**config.mk**
```make
export PLATFORM = sky130hd
export DESIGN_NAME = x3q_fetch_unit
export DESIGN_NICKNAME = d
export VERILOG_FILES = /design/src/rtl/x3q_fetch_unit.sv
export SDC_FILE = /design/constraint.sdc
export NUM_CORES = 1
export LEC_CHECK = 0
export CAP_MARGIN = 10
export CORE_MARGIN = 2
export CORE_UTILIZATION = 45
export DETAILED_ROUTE_END_ITERATION = 8
export PLACE_DENSITY_LB_ADDON = 0.08
export SLEW_MARGIN = 20
export SYNTH_ARGS = -nofsm -noshare
export SYNTH_HDL_FRONTEND = slang
export SYNTH_SLANG_ARGS = --single-unit
```
**constraint.sdc**
```tcl
create_clock -name clk -period 3.3 [get_ports clk]
set_clock_uncertainty 0.15 [all_clocks]
set_input_delay 0.495 -clock clk [delete_from_list [all_inputs] [get_ports clk]]
set_output_delay 0.495 -clock clk [all_outputs]
set_load 0.03 [all_outputs]
```
**src/rtl/x3q_fetch_unit.sv**
```systemverilog
// Instruction prefetch: one outstanding sequential read at a time into a DEPTH-entry show-ahead queue.
// Latency: memory_ready at edge N -> instr_valid after edge N; issue stalls while the queue is full or hold=1.
module x3q_fetch_unit #(
    parameter int                 DATA_W     = 16,
    parameter int                 ADDR_W     = 16,
    parameter int                 DEPTH      = 4,
    parameter logic [ADDR_W-1:0]  RESET_ADDR = '0
) (
    input  logic              clk,
    input  logic              reset_n,
    input  logic [DATA_W-1:0] memory_in,
    input  logic              memory_ready,
    input  logic              hold,
    input  logic              redirect,
    input  logic [ADDR_W-1:0] redirect_addr,
    input  logic              instr_take,
    output logic              request,
    output logic [ADDR_W-1:0] request_address,
    output logic              instr_valid,
    output logic [DATA_W-1:0] instr_data,
    output logic [ADDR_W-1:0] instr_addr,
    output logic              idle
);

    localparam int PW = $clog2(DEPTH);
    localparam int CW = PW + 1;
    localparam logic [CW-1:0] DEPTH_C = CW'(DEPTH);

    typedef enum logic {S_IDLE, S_WAIT} state_t;

    state_t            state, state_nxt;
    logic [ADDR_W-1:0] fetch_ptr;
    logic              discard;
    logic [PW-1:0]     rd_ptr, wr_ptr;
    logic [CW-1:0]     count;
    logic [ADDR_W-1:0] q_addr [DEPTH];
    logic [DATA_W-1:0] q_data [DEPTH];

    logic issue, push, pop;

    always_ff @(posedge clk or negedge reset_n) begin
        if (!reset_n) state <= S_IDLE;
        else          state <= state_nxt;
    end

    // Redirect outranks everything: it blocks issue and pop, and drops a coincident return.
    always_comb begin
        state_nxt = state;
        issue     = 1'b0;
        push      = 1'b0;
        pop       = instr_take && (count != '0) && !redirect;
        case (state)
            S_IDLE: begin
                if (!redirect && !hold && (count < DEPTH_C)) begin
                    issue     = 1'b1;
                    state_nxt = S_WAIT;
                end
            end
            S_WAIT: begin
                if (memory_ready) begin
                    push      = !discard && !redirect;
                    state_nxt = S_IDLE;
                end
            end
            default: state_nxt = S_IDLE;
        endcase
    end

    always_ff @(posedge clk or negedge reset_n) begin
        if (!reset_n) begin
            request         <= 1'b0;
            request_address <= RESET_ADDR;
            fetch_ptr       <= RESET_ADDR;
            discard         <= 1'b0;
            rd_ptr          <= '0;
            wr_ptr          <= '0;
            count           <= '0;
        end else begin
            request <= issue;
            if (issue) request_address <= fetch_ptr;

            if (redirect)   fetch_ptr <= redirect_addr;
            else if (issue) fetch_ptr <= fetch_ptr + ADDR_W'(1);

            // A redirect during an outstanding read marks its eventual return as stale.
            if (state == S_WAIT) begin
                if (memory_ready)  discard <= 1'b0;
                else if (redirect) discard <= 1'b1;
            end

            if (redirect) begin
                rd_ptr <= '0;
                wr_ptr <= '0;
                count  <= '0;
            end else begin
                if (push) wr_ptr <= wr_ptr + PW'(1);
                if (pop)  rd_ptr <= rd_ptr + PW'(1);
                case ({push, pop})
                    2'b10:   count <= count + CW'(1);
                    2'b01:   count <= count - CW'(1);
                    default: count <= count;
                endcase
            end
        end
    end

    always_ff @(posedge clk) begin
        if (push) begin
            q_addr[wr_ptr] <= request_address;
            q_data[wr_ptr] <= memory_in;
        end
    end

    assign instr_valid = (count != '0);
    assign instr_addr  = instr_valid ? q_addr[rd_ptr] : '0;
    assign instr_data  = instr_valid ? q_data[rd_ptr] : '0;
    assign idle        = (state == S_IDLE);

endmodule

```
==> flow_summary.yaml, run 1 <==
synth:
  async_flop_share: 0.247
  synth-seq-cells: 170
  synth_top_area_cell: "edfxtp_1"
  yosys-top-cells-area: "edfxtp_1 (56%), dfrtp_1 (15%), mux4_2 (10%), and2_1 (3.3%), mux2_2 (2.6%)"
  synth_top_area_share: 0.555
  yosysWarnings: 0
  ys_seq_area_frac: 0.707
  synth-edff-count: 128
  syn-instance-count: 399
  synthFlopType: "edfxtp_1"
  synth_cell_type_count: 41
  avgSynthCellArea_um2: 17.3
  synth_nets: 443
  netlist_area_mm2: 0.00692
power:
  p_leak_nw: 2.93
  design_power_total_mw: 6.92
  p_seq_frac: 0.409
  sw_frac_of_total: 0.312
  peakVddDrop_uv: 470
  power_switching_mw: 2.16
  clockPowerShare: 0.276
  powerDensity_mw_per_mm2: 799
  power.internal_mw: 4.76
  pwr-share-comb: 0.315
timing:
  worst_slew_pin_slew_ns: 0.941
  slew_headroom: 0.373
  finalHoldViolCount: 0
  finalSetupViolCount: 0
  maxSlewViolCount: 0
  period_share: 0.934
  clock.fmax_mhz: 325
  worst_slack_ns: 0.219
  post-route-min-period_ns: 3.08
  rsz0062_at_grt: "false"
  finalSetupTns_ns: 0
detailed_routing:
  routed_wire_length_per_instance_um: 17.8
  met2WireLength_mm: 6.07
  drt_iter0_markers: 230
  wl_met1_mm: 5.56
  vias_per_cell: 5.31
  first_pass_iters: 4
  top_layer: "met4"
  drc_errors: 0
  wirelength_mm: 12.3
  route.vias.total: 3689
  dr_wl_met3_um: 602
  ant_nets: 0
clock_network:
  cts_resized: 0
  cts_max_path_buffers: 2
  holdBufCountCts: 0
  cts_htree_levels: 4
  cts_setup_buffers: 0
  cts_tree: "yes"
  cts_buffers: 17
  clkSlewWorstSetupHoldPaths_ns: 0.06
  root_buffer: "clkbuf_16"
  clk_latency_ns: 0.42
  cts_sinks: 170
cells_and_area:
  post-route-util: 0.574
  fin_cells: 695
  num_antenna_cells: 0
  syn2layout_area_growth_pct: 25.1
  nets: 538
  nFillCells: 1182
  drive_gt1_frac: 0.189
placed_design:
  hpwl_mm: 7.77
  place_ws_ns: 0.567
  io_buffers: 88
  gp_congestion: 0.763
  place_inst: 663
floorplanning:
  die_area_mm2: 0.0164
  start_util: 0.459
  core_area_mm2: 0.0151
  fp-row-count: 45
  die_w_um: 128
  die_y_um: 128
  pin_count: 89
worst_setup_path:
  crit_type: "reg -> out"
  arrival_ns: 2.44
  worst_setup_path_end_kind: "primary output"
  critPathRequiredTime_ns: 2.65
  start_kind: "flop"
  worst-path-max-fanout: 32
global_routing:
  gr-total-overflow: 0
  first_global_vias: 3749
  grt_use_total: 0.163
  grt_max_degree: 43
  grt_pass1_wl_mm: 19.8
  antenna_found_initial: 0
hold_path:
  min_path_type: "in -> async"
job:
  drv_cap: 0
outcome:
  status: "complete, no violations"
[cells by family (layout without fill, tap and decap cells)]
| family | after synthesis | count (layout) | synth area share |
|---|---|---|---|
| AO/OA/AOI/OAI | 26 | 26 | 0.0231 |
| XOR/XNOR | 15 | 15 | 0.0190 |
| adder cells (fa/ha/maj) | 6 | 6 | 0.0119 |
| buffers and inverters | 29 | 137 | 0.0190 |
| flip-flops | 170 | 170 | 0.707 |
| multiplexers | 51 | 51 | 0.135 |
| AND/OR/NAND/NOR | 102 | 102 | 0.0852 |
[power groups by stage]
stage | clock network (mW) | logic, mW | registers [mW]
3_3_place_gp | 0 | 2.21 | 2.86
3_5_place_dp | 0 | 2.22 | 2.88
2_1_floorplan | 0 | 1.23 | 2.95
6_report | 1.91 | 2.18 | 2.83
4_1_cts | 1.96 | 2.22 | 2.83
5_1_grt | 2.06 | 2.33 | 2.87
[synthesized netlist by cell type (6+ instances only)]
cell / instances
edfxtp_1: 128
dfrtp_1: 42
and2_1: 37
mux4_2: 32
nand2_1: 19
mux2_2: 16
clkbuf_1: 13
xnor2_1: 10
nand3_1: 9
nor2_1: 9
o21ai_0: 9
inv_1: 8
buf_2: 6
[worst paths after layout]
path	startpoint	endpoint	slack, ns	cells past startpoint
min	reset_n	fetch_ptr[8]$_DFFE_PN0P_	0.07	1
max in group asynchronous	reset_n	rd_ptr[0]$_DFFE_PN0P_	2.27	1
min reg2reg	fetch_ptr[15]$_DFFE_PN0P_	request_address[15]$_DFFE_PN0P_	0.38	1
max reg2reg	count[2]$_DFFE_PN0P_	count[2]$_DFFE_PN0P_	1.04	7
max	rd_ptr[0]$_DFFE_PN0P_	instr_addr[12]	0.22	4
min in group clk	fetch_ptr[15]$_DFFE_PN0P_	request_address[15]$_DFFE_PN0P_	0.38	1
[layer usage]
layer,up-vias,global-route usage
li1,1722,-
met1,1870,0.218
met2,86,0.261
met3,11,0.0480
met4,0,0.0504
met5,-,0
[critical path, stage by stage, from the launching register on]
cell             delay [ns]
dfrtp_2                0.41
buf_12                 0.27
mux4_2                 0.54
and2_1                 0.18
clkdlybuf4s50_1        0.60
[sequential cells by signal, indices dropped and copies added, names as in the netlist]
register	count
discard	1
q_data	64
rd_ptr	2
request	1
wr_ptr	2
q_addr	64
count	3
request_address	16
state	1
fetch_ptr	16
[stage by stage]
step / hold WS [ns] / instance area (µm²)
finish: 0.0673 / 8650
global route: 0.120 / 8650
CTS: 0.0897 / 8650
detailed placement: 0.377 / 8080
global placement: 0.357 / 8080
floorplan: 0.0494 / 6920
[layout make-up]
type / instances / area [µm²] / share of cell area
Clock inverter: 8 / 92.6 / 0.0107
Tap cell: 188 / 235 / 0.0272
Clock buffer: 24 / 482 / 0.0557
Timing Repair Buffer: 97 / 1020 / 0.118
Sequential cell: 170 / 4900 / 0.566
Inverter: 8 / 30.0 / 0.00347
Multi-Input combinational cell: 200 / 1900 / 0.219
[layout by cell type (no fill, tap or decap), types with 2 or more instances in the layout]
cell type / Yosys / layout
edfxtp_1: 128 / 128
clkdlybuf4s50_1: 0 / 87
dfrtp_1: 42 / 40
and2_1: 37 / 33
mux4_2: 32 / 32
nand2_1: 19 / 19
clkbuf_16: 0 / 17
mux2_2: 16 / 16
xnor2_1: 10 / 10
nor2_1: 9 / 9
nand3_1: 9 / 9
o21ai_0: 9 / 9
inv_1: 8 / 8
buf_12: 0 / 6
xor2_1: 5 / 5
nor3_1: 5 / 5
nand4_1: 5 / 5
nor4_1: 5 / 5
ha_1: 5 / 5
clkinv_2: 0 / 5
and2_2: 0 / 4
o21ai_1: 4 / 4
clkbuf_1: 13 / 4
or3_1: 3 / 3
mux2i_1: 3 / 3
clkbuf_8: 0 / 3
buf_4: 0 / 3
nor3b_1: 2 / 2
or3_4: 2 / 2
o31a_1: 2 / 2
nand2b_1: 2 / 2
a21oi_1: 2 / 2
bufinv_16: 0 / 2
dfrtp_2: 0 / 2
No activity file was read; power rests on OpenSTA's default activity.
==> run 2: changes to the inputs <==
- ABC_CLOCK_PERIOD_IN_PS: unset -> 3300
- CAP_MARGIN: 10 -> 20
- CORE_ASPECT_RATIO: unset -> 0.9
==> flow_summary.yaml, run 2 (synthesized netlist as in run 1, its figures left out) <==
outcome:
  status: "complete, no violations"
detailed_routing:
  wirelength_mm: 12.9
  vias_per_cell: 5.21
  first_pass_iters: 4
  routed_wire_length_per_instance_um: 18.3
  drc_errors: 0
  ant_nets: 0
  route.vias.total: 3688
  drt_iter0_markers: 322
floorplanning:
  start_util: 0.465
  fp-row-count: 42
  die_y_um: 122
  die_w_um: 135
  core_area_mm2: 0.0149
  die_area_mm2: 0.0164
  pin_count: 89
power:
  power_switching_mw: 2.18
  p_leak_nw: 2.95
  sw_frac_of_total: 0.314
  peakVddDrop_uv: 453
  pwr-share-comb: 0.324
  p_seq_frac: 0.409
  powerDensity_mw_per_mm2: 799
  power.internal_mw: 4.78
  clockPowerShare: 0.266
cells_and_area:
  drive_gt1_frac: 0.196
  syn2layout_area_growth_pct: 25.9
  final_area_mm2: 0.00871
  nets: 541
  final_common_cell: "edfxtp_1"
  mostFrequentLayoutCells: "edfxtp_1 (128), clkdlybuf4s50_1 (85), dfrtp_1 (41), and2_1 (33), mux4_2 (32)"
  num_antenna_cells: 0
  top_regs: "q_addr: 64 flops, q_data: 64 flops"
  nFillCells: 1144
worst_setup_path:
  cp_num_cells: 4
  cp_slowest_cell: "clkdlybuf4s50_1"
  cpLargestDelayFamily: "buffers and inverters"
  crit_buf_inv: 2
  worst_setup_path_end_kind: "primary output"
  cp_cell_sequence: "buf_12 > mux4_2 > and2_1 > clkdlybuf4s50_1"
  reg2regPathDepth: 7
  critPathRequiredTime_ns: 2.65
  slowest_delay_ns: 0.59
  worst-path-max-fanout: 17
  crit_type: "reg -> out"
  arrival_ns: 2.50
  start_kind: "flop"
timing:
  finalHoldViolCount: 0
  rsz0062_at_grt: "false"
  finalSetupViolCount: 0
  worst_slew_pin_slew_ns: 0.944
  finalSetupTns_ns: 0
  clock.fmax_mhz: 318
  slew_headroom: 0.371
  period_share: 0.952
  post-route-min-period_ns: 3.14
  maxSlewViolCount: 0
clock_network:
  cts_htree_levels: 4
  clkSlewWorstSetupHoldPaths_ns: 0.06
  root_buffer: "clkbuf_16"
  cts_tree: "yes"
  cts_setup_buffers: 0
  clk_latency_ns: 0.41
  cts_max_path_buffers: 2
  cts_sinks: 170
  holdBufCountCts: 0
  cts_buffers: 17
hold_path:
  min_path_type: "in -> async"
global_routing:
  gr-total-overflow: 0
  grt_pass1_wl_mm: 20.6
  antenna_found_initial: 0
  grt_use_total: 0.169
  first_global_vias: 3764
  grt_max_degree: 43
placed_design:
  gp_congestion: 0.792
  place_area_mm2: 0.00815
  hpwl_mm: 8.05
  io_buffers: 88
job:
  drv_cap: 0
-- run 2: cell types whose count changed in the layout (fill, tap and decap cells not counted), moves of 2 or more --
| cell | delta |
|---|---|
| buf_12 | +3 |
| buf_4 | +2 |
| clkinv_1 | +2 |
| clkinv_2 | -2 |
| clkdlybuf4s50_1 | -2 |
| dfrtp_2 | -2 |
-- run 2: cell type report --
class | instances | area [µm²] | share of cell area
Timing Repair Buffer | 100 | 1070 | 0.123
Multi-Input combinational cell | 200 | 1900 | 0.219
Clock inverter | 8 | 67.6 | 0.00775
Sequential cell | 170 | 4900 | 0.562
Inverter | 8 | 30.0 | 0.00345
Tap cell | 198 | 248 | 0.0284
Clock buffer | 24 | 492 | 0.0564
-- run 2: path summary, 6_finish.rpt --
kind	startpoint	endpoint	slack, ns
max	rd_ptr[0]$_DFFE_PN0P_	instr_addr[11]	0.16
min	reset_n	fetch_ptr[8]$_DFFE_PN0P_	0.07
max reg2reg	count[2]$_DFFE_PN0P_	count[2]$_DFFE_PN0P_	1.03
min reg2reg	discard$_DFFE_PN0P_	discard$_DFFE_PN0P_	0.37
max in group asynchronous	reset_n	rd_ptr[0]$_DFFE_PN0P_	2.22
min in group clk	discard$_DFFE_PN0P_	discard$_DFFE_PN0P_	0.37
-- run 2: worst reg2reg max path, delay by kind of cell, from the launching register on --
family / cells / cell delay, ns
buffers and inverters: 1 / 0.10
DFF: 1 / 0.48
adders and majority gates: 1 / 0.40
AOI/OAI and AO/OA: 2 / 0.73
and+or+nand+nor: 3 / 0.32
-- run 2: power by group through the flow --
stage / sequential [mW] / clock, mW / combinational (mW)
2_1_floorplan: 2.95 / 0 / 1.23
3_3_place_gp: 2.87 / 0 / 2.27
3_5_place_dp: 2.89 / 0 / 2.29
4_1_cts: 2.85 / 1.90 / 2.30
5_1_grt: 2.89 / 1.99 / 2.40
6_report: 2.85 / 1.85 / 2.25
-- run 2: metrics by stage --
| stage | total power, mW | hold slack [ns] | utilization | instances | setup WS, ns |
|---|---|---|---|---|---|
| after floorplan | 4.18 | 0.0494 | - | 399 | 0.995 |
| after global placement | 5.14 | 0.349 | 0.548 | 676 | 0.379 |
| after detailed placement | 5.17 | 0.358 | 0.548 | 676 | 0.354 |
| after CTS | 7.05 | 0.0936 | 0.586 | 708 | 0.0564 |
| after global routing | 7.29 | 0.129 | 0.586 | 708 | 0.0395 |
| final | 6.96 | 0.0718 | 0.586 | 708 | 0.160 |
-- run 2: per-layer routing --
layer | share of wire | vias to the layer above | track usage
li1 | - | 1728 | -
met1 | 0.46 | 1869 | 0.238
met2 | 0.48 | 87 | 0.260
met3 | 0.045 | 4 | 0.0441
met4 | 0.0060 | 0 | 0.0553
met5 | 0 | - | 0
-- run 2: timing repair --
| action | CTS | global route |
|---|---|---|
| pin swaps | 0 | 0 |
| setup endpoints to repair | 15 | 1 |
| resized for setup | 2 | 1 |
| gates cloned | 0 | 0 |
==> run 3: changes to the inputs <==
- RECOVER_POWER: unset -> 25
==> flow_summary.yaml, run 3 (synthesized netlist as in run 1, its figures left out) <==
global_routing:
  first_global_vias: 3764
  antenna_found_initial: 0
  gr-total-overflow: 0
  grt_use_total: 0.169
  grt_pass1_wl_mm: 20.6
  grt_max_degree: 43
worst_setup_path:
  cp_cell_sequence: "buf_12 > mux4_2 > and2_1 > clkdlybuf4s50_1"
  start_kind: "flop"
  worst-path-max-fanout: 17
  arrival_ns: 2.50
  crit_buf_inv: 2
  critPathRequiredTime_ns: 2.65
  rr_startpoint: "count[2]$_DFFE_PN0P_"
  worst_setup_path_end_kind: "primary output"
  cp_slowest_cell: "clkdlybuf4s50_1"
  cpLargestDelayFamily: "buffers and inverters"
  reg2regPathDepth: 7
  reg2reg_slack_ns: 1.03
  crit_type: "reg -> out"
  slowest_delay_ns: 0.59
  rr_endpoint: "count[2]$_DFFE_PN0P_"
placed_design:
  gp_congestion: 0.792
  place_inst: 676
  hpwl_mm: 8.05
  io_buffers: 88
cells_and_area:
  top_regs: "q_addr: 64 flops, q_data: 64 flops"
  num_antenna_cells: 0
  final_common_cell: "edfxtp_1"
  nets: 541
  multi_input_area_mm2: 0.00190
  mostFrequentLayoutCells: "edfxtp_1 (128), clkdlybuf4s50_1 (76), dfrtp_1 (41), and2_1 (33), mux4_2 (32)"
  regArea_mm2: 0.00490
  fin_cells: 708
  nFillCells: 1144
  drive_gt1_frac: 0.196
  syn2layout_area_growth_pct: 25.9
clock_network:
  cts_buffers: 17
  cts_max_path_buffers: 2
  root_buffer: "clkbuf_16"
  clkSlewWorstSetupHoldPaths_ns: 0.06
  clk_latency_ns: 0.41
  cts_htree_levels: 4
  cts_tree: "yes"
  cts_sinks: 170
timing:
  slew_headroom: 0.369
  rsz0062_at_grt: "false"
  maxSlewViolCount: 0
  finalHoldViolCount: 0
  worst_slew_pin_slew_ns: 0.946
  finalSetupViolCount: 0
  period_share: 0.952
  clock.fmax_mhz: 318
  finalSetupTns_ns: 0
  post-route-min-period_ns: 3.14
floorplanning:
  die_w_um: 135
  die_area_mm2: 0.0164
  pin_count: 89
  fp-row-count: 42
  die_y_um: 122
  start_util: 0.465
  core_area_mm2: 0.0149
power:
  peakVddDrop_uv: 453
  power_switching_mw: 2.18
  pwr-share-comb: 0.324
  sw_frac_of_total: 0.314
  power.internal_mw: 4.77
  p_leak_nw: 2.95
  clockPowerShare: 0.267
  powerDensity_mw_per_mm2: 798
  p_seq_frac: 0.409
detailed_routing:
  drt_iter0_markers: 322
  ant_nets: 0
  first_pass_iters: 4
  routed_wire_length_per_instance_um: 18.3
  vias_per_cell: 5.19
  route.vias.total: 3674
  wirelength_mm: 12.9
  drc_errors: 0
job:
  drv_cap: 0
outcome:
  status: "complete, no violations"
hold_path:
  min_path_type: "in -> async"
run 3: cell count changes in the layout (fill, tap and decap cells not counted), sizes merged:
cell	previous run	this run
clkdlybuf4s50	85	76
dlygate4sd3	0	9
run 3: timing repair:
item                       CTS  global route
setup buffers                0             0
resized for setup            2             1
hold buffers                 0             0
setup endpoints to repair   15             1
run 3: how the worst max path moves through the flow:
stage,from,to,slack (ns),cells after the start
2_1_floorplan,memory_ready,q_addr[0][0]$_DFFE_PP_,1.0,3
3_3_place_gp,count[2]$_DFFE_PN0P_,instr_data[6],0.38,4
3_5_place_dp,count[2]$_DFFE_PN0P_,instr_data[3],0.35,4
4_1_cts,rd_ptr[0]$_DFFE_PN0P_,instr_addr[11],0.06,4
5_1_grt,rd_ptr[0]$_DFFE_PN0P_,instr_addr[11],0.04,4
6_report,rd_ptr[0]$_DFFE_PN0P_,instr_addr[11],0.16,4
run 3: per-stage QoR:
step | worst slack, ns | utilization | total power, mW | cell area, µm² | hold slack [ns]
floorplan | 0.995 | - | 4.18 | 6920 | 0.0494
global placement | 0.379 | 0.548 | 5.14 | 8150 | 0.349
detailed placement | 0.354 | 0.548 | 5.17 | 8150 | 0.358
CTS | 0.0564 | 0.586 | 7.05 | 8710 | 0.0936
global route | 0.0395 | 0.586 | 7.28 | 8710 | 0.129
finish | 0.157 | 0.586 | 6.95 | 8710 | 0.0716
run 3: final cells by class:
| class | instances | share of cell area |
|---|---|---|
| clock buffer | 24 | 0.0564 |
| clock inverter | 8 | 0.00775 |
| inverter | 8 | 0.00345 |
| multi-input combinational | 200 | 0.219 |
| sequential | 170 | 0.562 |
| tap | 198 | 0.0284 |
| timing repair buffer | 100 | 0.123 |
run 3: power groups by stage:
| stage | clock (mW) | sequential, mW | combinational (mW) |
|---|---|---|---|
| floorplan | 0 | 2.95 | 1.23 |
| global route | 1.99 | 2.89 | 2.40 |
| finish | 1.85 | 2.85 | 2.25 |
| detailed placement | 0 | 2.89 | 2.29 |
| CTS | 1.90 | 2.85 | 2.30 |
| global placement | 0 | 2.87 | 2.27 |
run 3: routing by layer:
layer,part of all wire,up-vias,wire length (µm),track usage
met3,0.058,4,748,0.0441
li1,-,1726,-,-
met4,0.0060,0,78,0.0553
met1,0.46,1851,5890,0.238
met2,0.48,93,6220,0.260
met5,0,-,0,0
